<file path="config.mk">
export PLATFORM = sky130hd
export DESIGN_NAME = fp_exp_adder_pipe
export DESIGN_NICKNAME = d
export VERILOG_FILES = /design/src/rtl/fp_exp_adder_pipe.sv
export SDC_FILE = /design/constraint.sdc
export NUM_CORES = 1
export LEC_CHECK = 0
export ABC_AREA = 1
export BUFFER_PORTS_ARGS = -buffer_cell sky130_fd_sc_hd__buf_4
export CORE_ASPECT_RATIO = 1.2
export CORE_UTILIZATION = 48
export DETAILED_ROUTE_END_ITERATION = 10
export GPL_TIMING_DRIVEN = 0
export PLACE_DENSITY = 0.72
export SLEW_MARGIN = 10
export SYNTH_ARGS = -nofsm -noshare
export SYNTH_HDL_FRONTEND = slang
export SYNTH_SLANG_ARGS = --single-unit
</file>
<file path="constraint.sdc">
create_clock -name clk -period 3.6 [get_ports clk]
set_input_delay 0.18 -clock clk [delete_from_list [all_inputs] [get_ports clk]]
set_output_delay 0.18 -clock clk [all_outputs]
set_load 0.01 [all_outputs]
</file>
<file path="src/rtl/fp_exp_adder_pipe.sv">
// fp_exp_adder_pipe: 2-stage valid/ready exponent adder (exp_a + exp_b + norm_inc - BIAS).
// Define FP_EXP_ADD_SAT_EN to saturate exp_out on ovf/unf. Rev 1.0
`default_nettype none

module fp_exp_adder_pipe #(
  parameter int EW   = 8,
  parameter int BIAS = 2**(EW-1)-1
) (
  input  logic          clk,
  input  logic          rst_n,
  input  logic          in_valid,
  output logic          in_ready,
  input  logic [EW-1:0] exp_a,
  input  logic [EW-1:0] exp_b,
  input  logic          norm_inc,
  output logic          out_valid,
  input  logic          out_ready,
  output logic [EW-1:0] exp_out,
  output logic          ovf,
  output logic          unf,
  output logic          zero
);

  localparam int SW = EW + 2;
  localparam logic signed [SW-1:0] BIAS_S = SW'(BIAS);
  localparam logic signed [SW-1:0] TOP_S  = SW'((2**EW) - 1);

  logic          s1_valid_q, s1_valid_d;
  logic [SW-1:0] sum1_q, sum1_d;
  logic          zero1_q, zero1_d;
  logic          out_valid_q, out_valid_d;
  logic [EW-1:0] exp_out_q, exp_out_d;
  logic          ovf_q, ovf_d;
  logic          unf_q, unf_d;
  logic          zero_q, zero_d;

  logic                 s1_load;
  logic                 s2_load;
  logic signed [SW-1:0] raw;
  logic                 ovf_c;
  logic                 unf_c;
  logic [EW-1:0]        exp_c;

  always_comb begin
    s2_load  = s1_valid_q && (!out_valid_q || out_ready);
    in_ready = !s1_valid_q || s2_load;
    s1_load  = in_valid && in_ready;

    s1_valid_d = s1_valid_q;
    sum1_d     = sum1_q;
    zero1_d    = zero1_q;
    if (s1_load) begin
      s1_valid_d = 1'b1;
      sum1_d     = SW'(exp_a) + SW'(exp_b) + SW'(norm_inc);
      zero1_d    = (exp_a == '0) || (exp_b == '0);
    end else if (s2_load) begin
      s1_valid_d = 1'b0;
    end

    // Sum never exceeds 2**(EW+1)-1, so EW+2 signed bits hold raw exactly.
    raw   = $signed(sum1_q) - BIAS_S;
    ovf_c = !zero1_q && (raw >= TOP_S);
    unf_c = !zero1_q && (raw[SW-1] || (raw == '0));
    if (zero1_q) begin
      exp_c = '0;
    end else begin
`ifdef FP_EXP_ADD_SAT_EN
      if (ovf_c)      exp_c = '1;
      else if (unf_c) exp_c = '0;
      else            exp_c = raw[EW-1:0];
`else
      exp_c = raw[EW-1:0];
`endif
    end

    out_valid_d = out_valid_q;
    exp_out_d   = exp_out_q;
    ovf_d       = ovf_q;
    unf_d       = unf_q;
    zero_d      = zero_q;
    if (s2_load) begin
      out_valid_d = 1'b1;
      exp_out_d   = exp_c;
      ovf_d       = ovf_c;
      unf_d       = unf_c;
      zero_d      = zero1_q;
    end else if (out_ready) begin
      out_valid_d = 1'b0;
    end
  end

  always_ff @(posedge clk or negedge rst_n) begin
    if (!rst_n) begin
      s1_valid_q  <= 1'b0;
      sum1_q      <= '0;
      zero1_q     <= 1'b0;
      out_valid_q <= 1'b0;
      exp_out_q   <= '0;
      ovf_q       <= 1'b0;
      unf_q       <= 1'b0;
      zero_q      <= 1'b0;
    end else begin
      s1_valid_q  <= s1_valid_d;
      sum1_q      <= sum1_d;
      zero1_q     <= zero1_d;
      out_valid_q <= out_valid_d;
      exp_out_q   <= exp_out_d;
      ovf_q       <= ovf_d;
      unf_q       <= unf_d;
      zero_q      <= zero_d;
    end
  end

  assign out_valid = out_valid_q;
  assign exp_out   = exp_out_q;
  assign ovf       = ovf_q;
  assign unf       = unf_q;
  assign zero      = zero_q;

endmodule

`default_nettype wire

</file>
==> metrics.md, run 1 <==
| Metric | Value |
|---|---|
| Clock sinks | 23 |
| Worst Hold Class | in2reg |
| GPL Wtd Cong | 0.819 |
| First-pass GRT wire length | 5.35 mm |
| Syn Nets | 231 |
| Post-CTS setup buffer count | 0 |
| Synth area leader | dfrtp_1 |
| Share of cells above drive strength 1 | 18.6% |
| Commonest non-fill, non-tap cell in the layout | nand2_1 |
| Final min period | 1680 ps |
| Max Cap Viol | 0 |
| Detail Placement HPWL | 2.45 mm |
| Top post-synthesis cells by area | dfrtp_1, nand2_1, ha_1, inv_1, nand3_1 |
| Worst-path fanout max | 9 |
| GR Util met3 | 2.68% |
| Synth-to-layout area growth | 22.2% |
| Leakage | 0.973 nW |
| Worst Max-Slew Pin Slew | 396 ps |
| Busiest grt layer | met2 |
| N_diodes | 0 |
| Critical path type | reg2reg |
| Synth warnings | 0 |
| Seq/Total Area, Yosys | 39.0% |
| Iteration count of the initial detailed-routing pass | 4 |
| Initial Util | 51.6% |
| CTS tree | yes |
| Floorplan die height | 62.8 um |
| I/O Buffers | 33 |
| Vias per cell | 5.11 |
| Gr ovfl total | 0 |
| Post-Synthesis Cells | 198 |
| Synth unique cells | 27 |
| Num ports | 34 |
| Outcome | finished clean |
| Overall power | 828 uW |
| Post-synth top area share | 39.0% |
| Worst Clk Skew | 1.04 ps |
| Reg-to-reg endpoint | unf |
| Fillers | 269 |
| Num CTS Buffers | 3 |
| Worst setup SP type | flip-flop |
| Total Die Area | 3300 um2 |
| Mapped cell area | 1480 um2 |
| Final core occ | 63.0% |
| Synthesized flop and latch total | 23 |
| Total track usage | 21.3% |
| Post-Route WL | 2.99 mm |
| Reg-to-reg startpoint | sum1_q[0] |
| Routed Antenna Nets | 0 |
| Vias in the first global route | 1,368 |
| FF-to-FF setup slack | 1920 ps |
| DR WL/cell | 11.1 um |
| FF-to-FF path depth | 9 |
| Max-slew violation count | 0 |
| Clock Pin Slew Worst Setup and Hold Paths | 120 ps |
| Slew headroom | 73.6% |
| M1 GR Usage | 20.3% |
| Most frequent cells in the layout | nand2_1, buf_4, dfrtp_1 |
| DR iter-0 viols | 42 |
| Via count | 1,380 |
| Crit. Startpoint | sum1_q[0] |
| Final setup vio count | 0 |
| Worst path arrival time | 1940 ps |
| Worst Path Required | 3860 ps |
| Row cnt | 21 |
| Resize count post-CTS | 0 |
| Pin count of the biggest net entering global routing | 24 |
| Fmax | 596 MHz |
| Root Buffer | clkbuf_4 |
| H-tree depth | 1 |
| Core Region | 2860 um2 |
| RSZ-0062 raised after global routing | false |
| Met2 usage | 40.0% |
| Setup tns final | 0 ps |
| Nets | 270 |
| Latest clock arrival within the worst-skew pair | 310 ps |
| Worst Setup End Kind | flip-flop |
| Period utilization | 46.6% |
| Maximum VDD drop | 0.255 mV |
| Number of antenna violations at the first check in global routing | 0 |
| Final hold vios | 0 |
| Post-DP Area | 1770 um2 |
| PD cells | 459 nW/um2 |
| Worst Setup EP | unf |
| DRC Markers | 0 |
| Syn_area_per_cell | 7.46 um2 |
| Clock Tree Buf Depth | 2 |
| Die Width | 52.6 um |
| Finished Cell Area | 1800 um2 |
## flip-flops by register name (all words and copies together), names as in the netlist
signal / cells
sum1_q: 9
exp_out: 8
out_valid: 1
ovf: 1
s1_valid_q: 1
unf: 1
zero: 1
zero1_q: 1
## critical path, stage by stage, from the launching register on
cell and delay (ps):
dfrtp_1 540, ha_1 340, nand2_1 90, a21boi_0 180
nand3_1 90, nor2_1 130, nand3_1 80, nand2_1 60
nand2_1 40, nand2_1 60
## final cells by class
type                            instances  area [um2]  share of cell area [%]
Timing Repair Buffer                   34         258                    14.3
Tap cell                               34        42.5                    2.36
Buffer                                  3        15.0                   0.832
Multi-Input combinational cell        149         800                    44.3
Clock inverter                          1        5.00                   0.277
Inverter                               23        86.3                    4.79
Sequential cell                        23         576                    31.9
Clock buffer                            3        22.5                    1.25
## how the worst min path moves through the flow
stage               slack, ps  startpoint  cells past startpoint         end
global route              140    exp_b[3]                      4     zero1_q
CTS                       130    exp_b[3]                      4     zero1_q
finish                    130    exp_b[3]                      4     zero1_q
global placement           80       rst_n                      1  exp_out[0]
floorplan                -120       rst_n                      0  exp_out[0]
detailed placement         80       rst_n                      1  exp_out[0]
## per-layer routing
layer / up-vias / wire length, um / part of all wire [%]
li1: 722 / - / -
met1: 607 / 1190 / 40
met2: 41 / 1580 / 53
met3: 10 / 87 / 2.9
met4: 0 / 127 / 4.3
met5: - / 0 / 0
## report_power, final
group | total (mW) | internal, mW | switching [mW]
Combinational | 0.331 | 0.150 | 0.181
Clock | 0.118 | 0.0417 | 0.0767
Sequential | 0.379 | 0.326 | 0.0527
## kinds of logic after synthesis
kind of cell	count (synthesis)	share of synthesized area, %
AOI/OAI and AO/OA	26	9.83
xor gates and xnor gates	3	1.78
and+or+nand+nor	108	31.4
adders and majority gates	12	11.2
buffers and inverters	26	6.86
DFF	23	39.0
## through the flow
stage          setup slack, ps  cells  hold WS [ps]
2_1_floorplan             2160    198          -116
3_3_place_gp              1950    265          79.4
3_5_place_dp              1920    265          82.1
4_1_cts                   1890    270           126
5_1_grt                   1710    270           135
6_report                  1920    270           134
## repair_timing
action / 4_1_cts / 5_1_grt
hold buffers: 1 / 0
endpoints found under the hold margin: 23 / 0
endpoints found under the setup margin: 0 / 0
## cell usage after synthesis
library cell  instances
nand2_1              70
dfrtp_1              23
inv_1                22
nand3_1              13
o21ai_0              13
nor2_1               11
ha_1                 10
a21oi_1               6
nand4_1               4
nor4_1                4
clkbuf_1              2
fa_1                  2
nor2_2                2
o22ai_1               2
xnor2_1               2
a21boi_0              1
a21o_1                1
a22oi_1               1
a31o_2                1
a31oi_1               1
buf_4                 1
inv_2                 1
nand2_2               1
nand3_2               1
nand3b_1              1
nor3b_1               1
xor2_1                1
Note: power is estimated with default switching activity, not from simulation.
==> inputs of run 2 (changes only) <==
Settings changed: PLACE_DENSITY 0.72 to 0.75.
Clock period 3.6 ns to 1.5 ns, I/O delays scaled along.
==> run 2 against run 1 <==
Against the previous run:
- via count increased by 0.65%
- routed wire length decreased by 3.8%
- largest power group unchanged
- die area unchanged
- critical path depth unchanged
==> metrics.md, run 2 (same netlist as run 1, synthesis figures left out) <==
| Metric | Value |
|---|---|
| PD cells | 1090 nW/um2 (was 459 nW/um2) |
| Worst Max-Slew Pin Slew | 392 ps (was 396 ps) |
| Clock Pin Slew Worst Setup and Hold Paths | 120 ps (about the same) |
| Reg-to-reg endpoint | unf (unchanged) |
| RSZ-0062 raised after global routing | true (was false) |
| Worst Setup End Kind | flip-flop (unchanged) |
| CTS tree | yes (unchanged) |
| Nets | 273 (was 270) |
| HP Start | exp_b[6] (was exp_b[3]) |
| Total Die Area | 3300 um2 (unchanged) |
| Row cnt | 21 (unchanged) |
| Most frequent cells in the layout | nand2_1, buf_4, inv_1 (was nand2_1, buf_4, dfrtp_1) |
| Maximum VDD drop | 0.645 mV (was 0.255 mV) |
| Top reg by flops | sum1_q (unchanged) |
| Critical path type | reg2reg (unchanged) |
| Final min period | 1410 ps (was 1680 ps) |
| Die Width | 52.6 um (unchanged) |
| Outcome | finished clean (unchanged) |
| Worst Hold Class | in2reg (unchanged) |
| Total track usage | 19.6% (was 21.3%) |
| Reg-to-reg startpoint | sum1_q[0] (unchanged) |
| Detail Placement HPWL | 2.27 mm (was 2.45 mm) |
| Final hold vios | 0 (unchanged) |
| Met2 Wirelength | 1.54 mm (was 1.58 mm) |
| H-tree depth | 1 (unchanged) |
| Overall power | 2.04 mW (was 828 uW) |
| DR iter-0 viols | 32 (was 42) |
| Initial Util | 51.6% (unchanged) |
| Floorplan die height | 62.8 um (unchanged) |
| Max reg flops | 9 (unchanged) |
| Max layer used | met4 (unchanged) |
| Fmax | 711 MHz (was 596 MHz) |
| Vias per cell | 5.09 (was 5.11) |
| Slew headroom | 73.7% (was 73.6%) |
| Vias in the first global route | 1,221 (was 1,368) |
| Pin count of the biggest net entering global routing | 24 (unchanged) |
| Clock Tree Buf Depth | 2 (unchanged) |
| FF-to-FF setup slack | 90 ps (was 1920 ps) |
| Core Region | 2860 um2 (unchanged) |
| Hold path endpoint | zero1_q (unchanged) |
| Period utilization | 93.8% (was 46.6%) |
| Commonest non-fill, non-tap cell in the layout | nand2_1 (unchanged) |
| DRC Markers | 0 (unchanged) |
| Gr ovfl total | 0 (unchanged) |
| Worst setup SP type | flip-flop (unchanged) |
| Crit-path cells | buf_4, ha_1, a21boi_2, nand3_1, nor2_2, nand3_1, nand2_1, nand2_1, nand2_1 (was ha_1, nand2_1, a21boi_0, nand3_1, nor2_1, nand3_1, nand2_1, nand2_1, nand2_1) |
| Max-slew violation count | 0 (unchanged) |
| Final setup vio count | 0 (unchanged) |
| Leakage | 0.983 nW (was 0.973 nW) |
| Num CTS Buffers | 3 (unchanged) |
| Iteration count of the initial detailed-routing pass | 4 (unchanged) |
| I/O Buffers | 33 (unchanged) |
| Routed Antenna Nets | 0 (unchanged) |
| CP most frequent cell | nand2_1 (unchanged) |
| Slowest stage delay, CP | 440 ps (was 540 ps) |
| Root Buffer | clkbuf_4 (unchanged) |
| GPL Wtd Cong | 0.766 (was 0.819) |
| FF-to-FF path depth | 9 (unchanged) |
| Routed wl met3 | 74 um (was 87 um) |
| Synth-to-layout area growth | 26.2% (was 22.2%) |
| Slowest CP cell | dfrtp_2 (was dfrtp_1) |
| Share of cells above drive strength 1 | 24.3% (was 18.6%) |
| Num ports | 34 (unchanged) |
| Number of non-filler instances in the completed layout | 273 (was 270) |
| Max Cap Viol | 0 (unchanged) |
| First-pass GRT wire length | 4.91 mm (was 5.35 mm) |
| Post-Route WL | 2.87 mm (was 2.99 mm) |
| Post-Route M1 WL | 1.22 mm (was 1.19 mm) |
| Inst Count DP | 265 (unchanged) |
| Hold depth | 4 (unchanged) |
| Worst path arrival time | 1610 ps (was 1940 ps) |
| Worst-path fanout max | 8 (was 9) |
| Worst Path Required | 1710 ps (was 3860 ps) |
| Via count | 1,389 (was 1,380) |
| N_diodes | 0 (unchanged) |
| Worst Clk Skew | 1.44 ps (was 1.04 ps) |
| Number of antenna violations at the first check in global routing | 0 (unchanged) |
| Latest clock arrival within the worst-skew pair | 300 ps (was 310 ps) |
| DR WL/cell | 10.5 um (was 11.1 um) |
| Clock sinks | 23 (unchanged) |
| Fillers | 291 (was 269) |
[run 2: worst max path at each step]
stage | slack [ps] | start | cells past startpoint | endpoint
after global routing | -40 | sum1_q[1] | 11 | unf
final | 90 | sum1_q[0] | 9 | unf
after global placement | -150 | sum1_q[0] | 9 | unf
after CTS | 10 | sum1_q[0] | 10 | unf
after floorplan | 90 | sum1_q[0] | 10 | unf
after detailed placement | -190 | sum1_q[0] | 9 | unf
[run 2: per-stage QoR]
step	setup TNS (ps)	utilization, %	setup WS (ps)	instance area [um2]	hold slack, ps
floorplan	0	-	87.9	1480	-221
global placement	-278	61.7	-145	1770	-22.3
detailed placement	-357	61.7	-187	1770	-19.8
CTS	0	63.7	11.9	1820	20.5
global route	-35.3	65.1	-35.3	1860	28.3
finish	0	65.1	92.6	1860	28.0
[run 2: what timing repair did]
action / 4_1_cts / 5_1_grt
endpoints found under the hold margin: 23 / 0
pin swaps: 0 / 7
setup buffers: 2 / 1
endpoints found under the setup margin: 2 / 5
resized for setup: 3 / 11
hold buffers: 1 / 0
[run 2: critical path: cells and delay by family (launching register included)]
family | cells | cell delay, ps
DFF | 1 | 440
AOI/OAI and AO/OA | 1 | 150
buffers and inverters | 1 | 170
adders and majority gates | 1 | 190
and+or+nand+nor | 6 | 370
[run 2: final cells by class]
type                       instances  area, um2  area share (%)
buffer                             3       15.0           0.806
clock buffer                       4       26.3            1.41
inverter                          23       86.3            4.63
multi-input combinational        149        833            44.7
sequential                        23        579            31.1
tap                               34       42.5            2.28
timing repair buffer              37        280            15.0
[run 2: metal layers]
layer	up-vias	global-route usage, %
met1	623	20.6
li1	730	-
met2	32	37.2
met3	4	3.16
met4	0	6.91
met5	-	0
[run 2: where the power goes]
part | internal, mW | switching, mW | total, mW
clock | 0.104 | 0.173 | 0.277
sequential | 0.787 | 0.112 | 0.898
combinational | 0.390 | 0.471 | 0.861
